File: config.mk
export PLATFORM = sky130hd
export DESIGN_NAME = imem_arb_flat
export DESIGN_NICKNAME = d
export VERILOG_FILES = /design/src/rtl/imem_arb_if.sv /design/src/rtl/imem_arb.sv /design/src/flat_wrapper.sv
export SDC_FILE = /design/constraint.sdc
export NUM_CORES = 1
export LEC_CHECK = 0
export ABC_AREA = 1
export CORE_AREA = 2 2 175 177
export DETAILED_ROUTE_END_ITERATION = 8
export DIE_AREA = 0 0 177 179
export HOLD_SLACK_MARGIN = 0.1
export SETUP_SLACK_MARGIN = 0.05
export SKIP_CTS_REPAIR_TIMING = 1
export SYNTH_ARGS = -nofsm -noshare
export SYNTH_HDL_FRONTEND = slang
export SYNTH_SLANG_ARGS = --single-unit
export TNS_END_PERCENT = 20
File: constraint.sdc
create_clock -name clk -period 3.1 [get_ports clk]
set_input_delay 0.465 -clock clk [delete_from_list [all_inputs] [get_ports clk]]
set_output_delay 0.465 -clock clk [all_outputs]
set_load 0.02 [all_outputs]
File: src/rtl/imem_arb_if.sv
// Bus bundle between imem_arb, the IFU, the program loader and the memory wrapper.
// The slave modport is the arbiter's view; master is the surrounding environment.
interface imem_arb_if;
    // IFU line-read port
    logic         ifu_arb_req;
    logic [7:0]   ifu_arb_addr;
    logic         arb_ifu_gnt;
    logic         arb_ifu_rvld;
    logic [127:0] arb_ifu_rdata;

    // Loader word port
    logic         ldr_arb_vld;
    logic [11:0]  ldr_arb_addr;
    logic [31:0]  ldr_arb_data;
    logic         ldr_arb_last;
    logic         arb_ldr_rdy;
    logic         arb_ldr_idle;

    // Single-port memory
    logic         arb_mem_ce;
    logic         arb_mem_we;
    logic [7:0]   arb_mem_addr;
    logic [127:0] arb_mem_din;
    logic [127:0] mem_arb_dout;

    modport slave (
        input  ifu_arb_req,
        input  ifu_arb_addr,
        output arb_ifu_gnt,
        output arb_ifu_rvld,
        output arb_ifu_rdata,
        input  ldr_arb_vld,
        input  ldr_arb_addr,
        input  ldr_arb_data,
        input  ldr_arb_last,
        output arb_ldr_rdy,
        output arb_ldr_idle,
        output arb_mem_ce,
        output arb_mem_we,
        output arb_mem_addr,
        output arb_mem_din,
        input  mem_arb_dout
    );

    modport master (
        output ifu_arb_req,
        output ifu_arb_addr,
        input  arb_ifu_gnt,
        input  arb_ifu_rvld,
        input  arb_ifu_rdata,
        output ldr_arb_vld,
        output ldr_arb_addr,
        output ldr_arb_data,
        output ldr_arb_last,
        input  arb_ldr_rdy,
        input  arb_ldr_idle,
        input  arb_mem_ce,
        input  arb_mem_we,
        input  arb_mem_addr,
        input  arb_mem_din,
        output mem_arb_dout
    );
endinterface

File: src/rtl/imem_arb.sv
// imem_arb: shares the single-port 256x128 instruction memory between IFU line reads and a
// loader write-combine buffer. Define IMEM_ARB_PERF_EN to add the arb_perf_stall counter output.
module imem_arb #(
    parameter int unsigned STARVE_LIM = 4
) (
    input  logic        clk,
    input  logic        rst,
    imem_arb_if.slave   bus
`ifdef IMEM_ARB_PERF_EN
    ,
    output logic [15:0] arb_perf_stall
`endif
);

    localparam logic [2:0] StIdle    = 3'd0;
    localparam logic [2:0] StFill    = 3'd1;
    localparam logic [2:0] StCmtFull = 3'd2;
    localparam logic [2:0] StRmwRd   = 3'd3;
    localparam logic [2:0] StRmwWr   = 3'd4;

    localparam int unsigned CntW = $clog2(STARVE_LIM + 1);

    logic [2:0]      state_q, state_d;
    logic [7:0]      line_addr_q, line_addr_d;
    logic [127:0]    line_data_q, line_data_d;
    logic [3:0]      mask_q, mask_d;
    logic [CntW-1:0] starve_cnt_q, starve_cnt_d;
    logic            rvld_q;

    logic            same_line;
    logic            ldr_rdy;
    logic            ldr_acc;
    logic            commit_pend;
    logic            ifu_gnt;
    logic            cmt_gnt;
    logic [1:0]      word_idx;
    logic [3:0]      word_bit;
    logic [3:0]      mask_acc;
    logic [127:0]    rmw_line;
    logic            unused_addr_lsb;

    assign unused_addr_lsb = ^bus.ldr_arb_addr[1:0];

    assign word_idx  = bus.ldr_arb_addr[3:2];
    assign word_bit  = 4'b0001 << word_idx;
    assign same_line = (bus.ldr_arb_addr[11:4] == line_addr_q);

    assign ldr_rdy = !rst && ((state_q == StIdle) || ((state_q == StFill) && same_line));
    assign ldr_acc = bus.ldr_arb_vld && ldr_rdy;

    // IFU keeps priority over a pending commit only until it has won STARVE_LIM times in a row.
    assign commit_pend = (state_q == StCmtFull) || (state_q == StRmwRd);
    assign ifu_gnt     = !rst && bus.ifu_arb_req && (state_q != StRmwWr) &&
                         (!commit_pend || (starve_cnt_q < CntW'(STARVE_LIM)));
    assign cmt_gnt     = !rst && commit_pend && !ifu_gnt;

    assign mask_acc = ((state_q == StIdle) ? 4'b0000 : mask_q) | word_bit;

    always_comb begin
        rmw_line = '0;
        for (int i = 0; i < 4; i++) begin
            rmw_line[32*i +: 32] = mask_q[i] ? line_data_q[32*i +: 32]
                                             : bus.mem_arb_dout[32*i +: 32];
        end
    end

    always_comb begin
        state_d      = state_q;
        line_addr_d  = line_addr_q;
        line_data_d  = line_data_q;
        mask_d       = mask_q;
        starve_cnt_d = starve_cnt_q;

        if (ldr_acc) begin
            if (state_q == StIdle) begin
                line_addr_d = bus.ldr_arb_addr[11:4];
            end
            line_data_d[{word_idx, 5'b00000} +: 32] = bus.ldr_arb_data;
            mask_d = mask_acc;
            if (mask_acc == 4'hF) begin
                state_d = StCmtFull;
            end else if (bus.ldr_arb_last) begin
                state_d = StRmwRd;
            end else begin
                state_d = StFill;
            end
        end else begin
            case (state_q)
                StIdle: ;
                // A valid word refused in FILL belongs to another line: flush the partial one.
                StFill: begin
                    if (bus.ldr_arb_vld) begin
                        state_d = StRmwRd;
                    end
                end
                StCmtFull: begin
                    if (cmt_gnt) begin
                        state_d = StIdle;
                        mask_d  = '0;
                    end
                end
                StRmwRd: begin
                    if (cmt_gnt) begin
                        state_d = StRmwWr;
                    end
                end
                StRmwWr: begin
                    state_d = StIdle;
                    mask_d  = '0;
                end
                default: begin
                    state_d = StIdle;
                    mask_d  = '0;
                end
            endcase
        end

        if (cmt_gnt) begin
            starve_cnt_d = '0;
        end else if (commit_pend && ifu_gnt) begin
            starve_cnt_d = starve_cnt_q + CntW'(1);
        end
    end

    always_ff @(posedge clk) begin
        if (rst) begin
            state_q      <= StIdle;
            mask_q       <= '0;
            starve_cnt_q <= '0;
            rvld_q       <= 1'b0;
        end else begin
            state_q      <= state_d;
            mask_q       <= mask_d;
            starve_cnt_q <= starve_cnt_d;
            rvld_q       <= ifu_gnt;
        end
    end

    // Buffer contents are qualified by mask_q, so they need no reset.
    always_ff @(posedge clk) begin
        line_addr_q <= line_addr_d;
        line_data_q <= line_data_d;
    end

    assign bus.arb_ifu_gnt   = ifu_gnt;
    assign bus.arb_ifu_rvld  = rvld_q;
    assign bus.arb_ifu_rdata = bus.mem_arb_dout;
    assign bus.arb_ldr_rdy   = ldr_rdy;
    assign bus.arb_ldr_idle  = (state_q == StIdle) && (mask_q == 4'b0000);

    assign bus.arb_mem_ce   = !rst && (ifu_gnt || cmt_gnt || (state_q == StRmwWr));
    assign bus.arb_mem_we   = !rst && ((cmt_gnt && (state_q == StCmtFull)) ||
                                       (state_q == StRmwWr));
    assign bus.arb_mem_addr = ifu_gnt ? bus.ifu_arb_addr : line_addr_q;
    assign bus.arb_mem_din  = (state_q == StRmwWr) ? rmw_line : line_data_q;

`ifdef IMEM_ARB_PERF_EN
    logic [15:0] perf_stall_q;

    always_ff @(posedge clk) begin
        if (rst) begin
            perf_stall_q <= '0;
        end else if (bus.ifu_arb_req && !ifu_gnt && (perf_stall_q != 16'hFFFF)) begin
            perf_stall_q <= perf_stall_q + 16'd1;
        end
    end

    assign arb_perf_stall = perf_stall_q;
`endif

    a_gnt_is_read: assert property (@(posedge clk) disable iff (rst)
        bus.arb_ifu_gnt |-> (bus.arb_mem_ce && !bus.arb_mem_we));
    a_starve_bound: assert property (@(posedge clk) disable iff (rst)
        starve_cnt_q <= CntW'(STARVE_LIM));
    a_state_legal: assert property (@(posedge clk) disable iff (rst)
        state_q <= StRmwWr);

endmodule

File: src/flat_wrapper.sv
// flat-port wrapper written by rule: the top's interface ports become plain ports
module imem_arb_flat 
#(
    parameter int unsigned STARVE_LIM = 4
)
  (clk, rst, bus_ifu_arb_req, bus_ifu_arb_addr, bus_arb_ifu_gnt, bus_arb_ifu_rvld, bus_arb_ifu_rdata, bus_ldr_arb_vld, bus_ldr_arb_addr, bus_ldr_arb_data, bus_ldr_arb_last, bus_arb_ldr_rdy, bus_arb_ldr_idle, bus_arb_mem_ce, bus_arb_mem_we, bus_arb_mem_addr, bus_arb_mem_din, bus_mem_arb_dout);
  imem_arb_if bus_i ();
  input  logic clk;
  input  logic rst;
  input wire logic [$bits(bus_i.ifu_arb_req)-1:0] bus_ifu_arb_req;
  input wire logic [$bits(bus_i.ifu_arb_addr)-1:0] bus_ifu_arb_addr;
  output wire logic [$bits(bus_i.arb_ifu_gnt)-1:0] bus_arb_ifu_gnt;
  output wire logic [$bits(bus_i.arb_ifu_rvld)-1:0] bus_arb_ifu_rvld;
  output wire logic [$bits(bus_i.arb_ifu_rdata)-1:0] bus_arb_ifu_rdata;
  input wire logic [$bits(bus_i.ldr_arb_vld)-1:0] bus_ldr_arb_vld;
  input wire logic [$bits(bus_i.ldr_arb_addr)-1:0] bus_ldr_arb_addr;
  input wire logic [$bits(bus_i.ldr_arb_data)-1:0] bus_ldr_arb_data;
  input wire logic [$bits(bus_i.ldr_arb_last)-1:0] bus_ldr_arb_last;
  output wire logic [$bits(bus_i.arb_ldr_rdy)-1:0] bus_arb_ldr_rdy;
  output wire logic [$bits(bus_i.arb_ldr_idle)-1:0] bus_arb_ldr_idle;
  output wire logic [$bits(bus_i.arb_mem_ce)-1:0] bus_arb_mem_ce;
  output wire logic [$bits(bus_i.arb_mem_we)-1:0] bus_arb_mem_we;
  output wire logic [$bits(bus_i.arb_mem_addr)-1:0] bus_arb_mem_addr;
  output wire logic [$bits(bus_i.arb_mem_din)-1:0] bus_arb_mem_din;
  input wire logic [$bits(bus_i.mem_arb_dout)-1:0] bus_mem_arb_dout;
  assign bus_i.ifu_arb_req = bus_ifu_arb_req;
  assign bus_i.ifu_arb_addr = bus_ifu_arb_addr;
  assign bus_arb_ifu_gnt = bus_i.arb_ifu_gnt;
  assign bus_arb_ifu_rvld = bus_i.arb_ifu_rvld;
  assign bus_arb_ifu_rdata = bus_i.arb_ifu_rdata;
  assign bus_i.ldr_arb_vld = bus_ldr_arb_vld;
  assign bus_i.ldr_arb_addr = bus_ldr_arb_addr;
  assign bus_i.ldr_arb_data = bus_ldr_arb_data;
  assign bus_i.ldr_arb_last = bus_ldr_arb_last;
  assign bus_arb_ldr_rdy = bus_i.arb_ldr_rdy;
  assign bus_arb_ldr_idle = bus_i.arb_ldr_idle;
  assign bus_arb_mem_ce = bus_i.arb_mem_ce;
  assign bus_arb_mem_we = bus_i.arb_mem_we;
  assign bus_arb_mem_addr = bus_i.arb_mem_addr;
  assign bus_arb_mem_din = bus_i.arb_mem_din;
  assign bus_i.mem_arb_dout = bus_mem_arb_dout;
  imem_arb #(.STARVE_LIM(STARVE_LIM)) u_core (.clk(clk), .rst(rst), .bus(bus_i));
endmodule
==> results.md <==
* Layout Skew at about 0.015 ns
* Total Wirelength at 29.8 mm
* Post-route DRC violation count at 0
* Slowest Stage Delay on Critical Path at around 0.55 ns
* Avg Inst Size Synth at approximately 11 sq um
* Initial antenna violation count at 0
* HPWL after detailed placement at 22.5 mm
* Pleak at 0.00491 uW
* Mapped Cells at approximately 760
* RePlAce Congestion at 0.760
* First-pass GRT wire length at between 40 and 50 mm
* Gr usage total at a little under a fifth
* Port Buf Inserts at about 450
* Max Slew Vio Count at 0
* Vias in the first global route at roughly 6800
* Antenna Nets Post-Route at 0
* Post-Route Utilization at ~44%
* Nets@finish at 1292
* Max_cap viols at 0
* Core Box Area at 0.0300 sq mm
* Critical Path Source Type: flip-flop
* Setup violations, final at 0
* Post-synth cell types at 31
* DR iter-0 viols at between 300 and 400
* Hold Fails Final Rpt at 0
* Slew headroom at between 60% and 70%
* Hold_sp: u_core.starve_cnt_q[2]
* Worst Hold Class: reg2reg
* Die area at about 0.032 sq mm
* Path depth of the worst reg2reg path at 9
* Minimum clock period at 2.94 ns
* Chip Height at approximately 180 um
* Worst hold endpoint: u_core.starve_cnt_q[2]
* Commonest non-fill, non-tap cell in the layout: clkdlybuf4s50_1
* Peak VDD IR at roughly 260 uV
* Pwr Density at approximately 400 mW/mm^2
* Worst EP required at 2.63 ns
* Seq/Total Area, Yosys at 51.5%
* Register clock-pin slew on the reported worst setup and hold paths at about 0.07 ns
* Worst R2R Setup Slack at 0.71 ns
* F_max at 0.340 GHz
* R2R Path End: u_core.line_data_q[116]
* Drt wl/cell at just under 20 um
* # placed instances at 1476
* Num CTS Buffers at 17
* Placement Rows at 64
* Reg2reg start: u_core.state_q[0]
* CTS tree: done
* IO Pins at roughly 460
* Share of cells above drive strength 1 at between 10% and 20%
* Router iterations before antenna repair at 4
* Starting Density at 27.8%
* Total Power at 5330 uW
* CP Capture Type: primary output
* Fin crit share at between 90% and 100%
* Setup_tns at 0 ns
* Worst-Margin Slew at between 0.5 and 0.6 ns
* Synth Net Count at 952
* CP cell instances: nor2_2, nand2_4, nor2_4, buf_4, mux2_2, clkdlybuf4s50_1
* RSZ-0062 raised after global routing: no
* Remaining global-route overflow at 0
* Synth area leaders: edfxtp_1 49%, mux2_2 16%, buf_4 13%, nor2_1 5.3%, nand2_1 2.8%
* Synth area leader: edfxtp_1
* H-tree levels at 4
* Clock Sinks at around 150
* Vias per Instance at between 4 and 5
* Largest net degree at the start of global routing at 24
* Routed vias at approximately 6600
* CTS Root Cell: clkbuf_16
* Slowest library cell on the worst path: clkdlybuf4s50_1
* Non-Filler Instances at around 1500
* Hold WS at approximately 0.48 ns
* Synth warn at 0
* Deepest clock path buffer count at 2
* Mapped Area at approximately 0.0084 sq mm
* Die width at about 180 um
* Worst-path maximum fanout at 12
* Latest clock arrival within the worst-skew pair at between 0.4 and 0.5 ns
* Synth top area share at 48.8%
* # diodes at 0
* CP Class: reg2out
* Number of synthesized register bits at 147
* Layout area overhead at 57.6%
* CP arrival at between 2 and 2.5 ns
* Status: finished, final reports clean
* Commonest cells after routing, fill and taps aside: 451 x clkdlybuf4s50_1, 136 x edfxtp_1, 118 x mux2_2
* Hold Path Cell Cnt at 2
## synth_stat cells, drive strengths merged
master,instances
a21oi,13
a31oi,2
buf,143
clkbuf,15
clkinv,2
dfxtp,11
edfxtp,136
ha,8
inv,53
mux2,128
nand2,64
nand3,14
nand4,2
nor2,126
nor3,30
nor4,2
o21ai,1
xnor2,6
xor2,3
## worst max-delay path: cells and delay by family (launching register included)
kind / cells / cell delay (ns)
muxes: 1 / 0.38
buffers and inverters: 2 / 0.82
DFF: 1 / 0.36
and+or+nand+nor: 3 / 0.47
## final cells by class
| type | count | area [sq um] |
|---|---|---|
| Clock buffer | 18 | 429 |
| Tap cell | 396 | 495 |
| Multi-Input combinational cell | 399 | 2790 |
| Sequential cell | 147 | 4310 |
| Timing Repair Buffer | 479 | 4810 |
| Clock inverter | 14 | 141 |
| Inverter | 55 | 206 |
| Fill cell | 2911 | 16900 |
## cell families after synthesis
kind of cell | share of synthesized area (%)
AO/OA/AOI/OAI | 1.12
multiplexers | 17.2
flip-flops | 51.5
XOR/XNOR | 0.943
AND/OR/NAND/NOR | 12.1
buffers and inverters | 16.0
adder cells (fa/ha/maj) | 1.20
## per-stage QoR
step                      worst slack, ns  area, sq um
after floorplan                     0.136         8360
after global placement              0.295        12600
after detailed placement            0.276        12600
after CTS                         -0.0847        13200
after global routing               0.0656        13200
final                               0.162        13200
## how the worst max path moves through the flow
stage / from / to / slack [ns] / depth (start not counted)
global route: u_core.state_q[1] / bus_arb_mem_din[120] / 0.07 / 6
floorplan: bus_ldr_arb_addr[2] / u_core.line_data_q[0] / 0.14 / 5
detailed placement: bus_ifu_arb_req / bus_arb_mem_addr[7] / 0.28 / 8
CTS: u_core.state_q[2] / bus_arb_mem_din[14] / -0.08 / 5
finish: u_core.state_q[1] / bus_arb_mem_din[11] / 0.16 / 6
global placement: bus_ifu_arb_req / bus_arb_mem_addr[3] / 0.30 / 8
## metal layers
| layer | global-route usage (%) | up-vias | wire (um) |
|---|---|---|---|
| li1 | - | 3137 | - |
| met1 | 22.7 | 3131 | 12500 |
| met2 | 32.4 | 271 | 15200 |
| met3 | 3.07 | 16 | 1740 |
| met4 | 4.41 | 0 | 269 |
| met5 | 0 | - | 0 |
## state kept, by name, summed over array words and instances (netlist names)
signal                   cells
u_core.bus.arb_ifu_rvld      1
u_core.line_addr_q           8
u_core.line_data_q         128
u_core.mask_q                4
u_core.starve_cnt_q          3
u_core.state_q               3
## where the power goes
part           leakage, uW  total (uW)  internal, uW  switching, uW
Combinational      0.00326        1060           527            534
Clock             0.000274        2040          1130            906
Sequential         0.00138        2230          2210           22.0
Total              0.00491        5330          3870           1460
No activity file was read; power rests on OpenSTA's default activity.
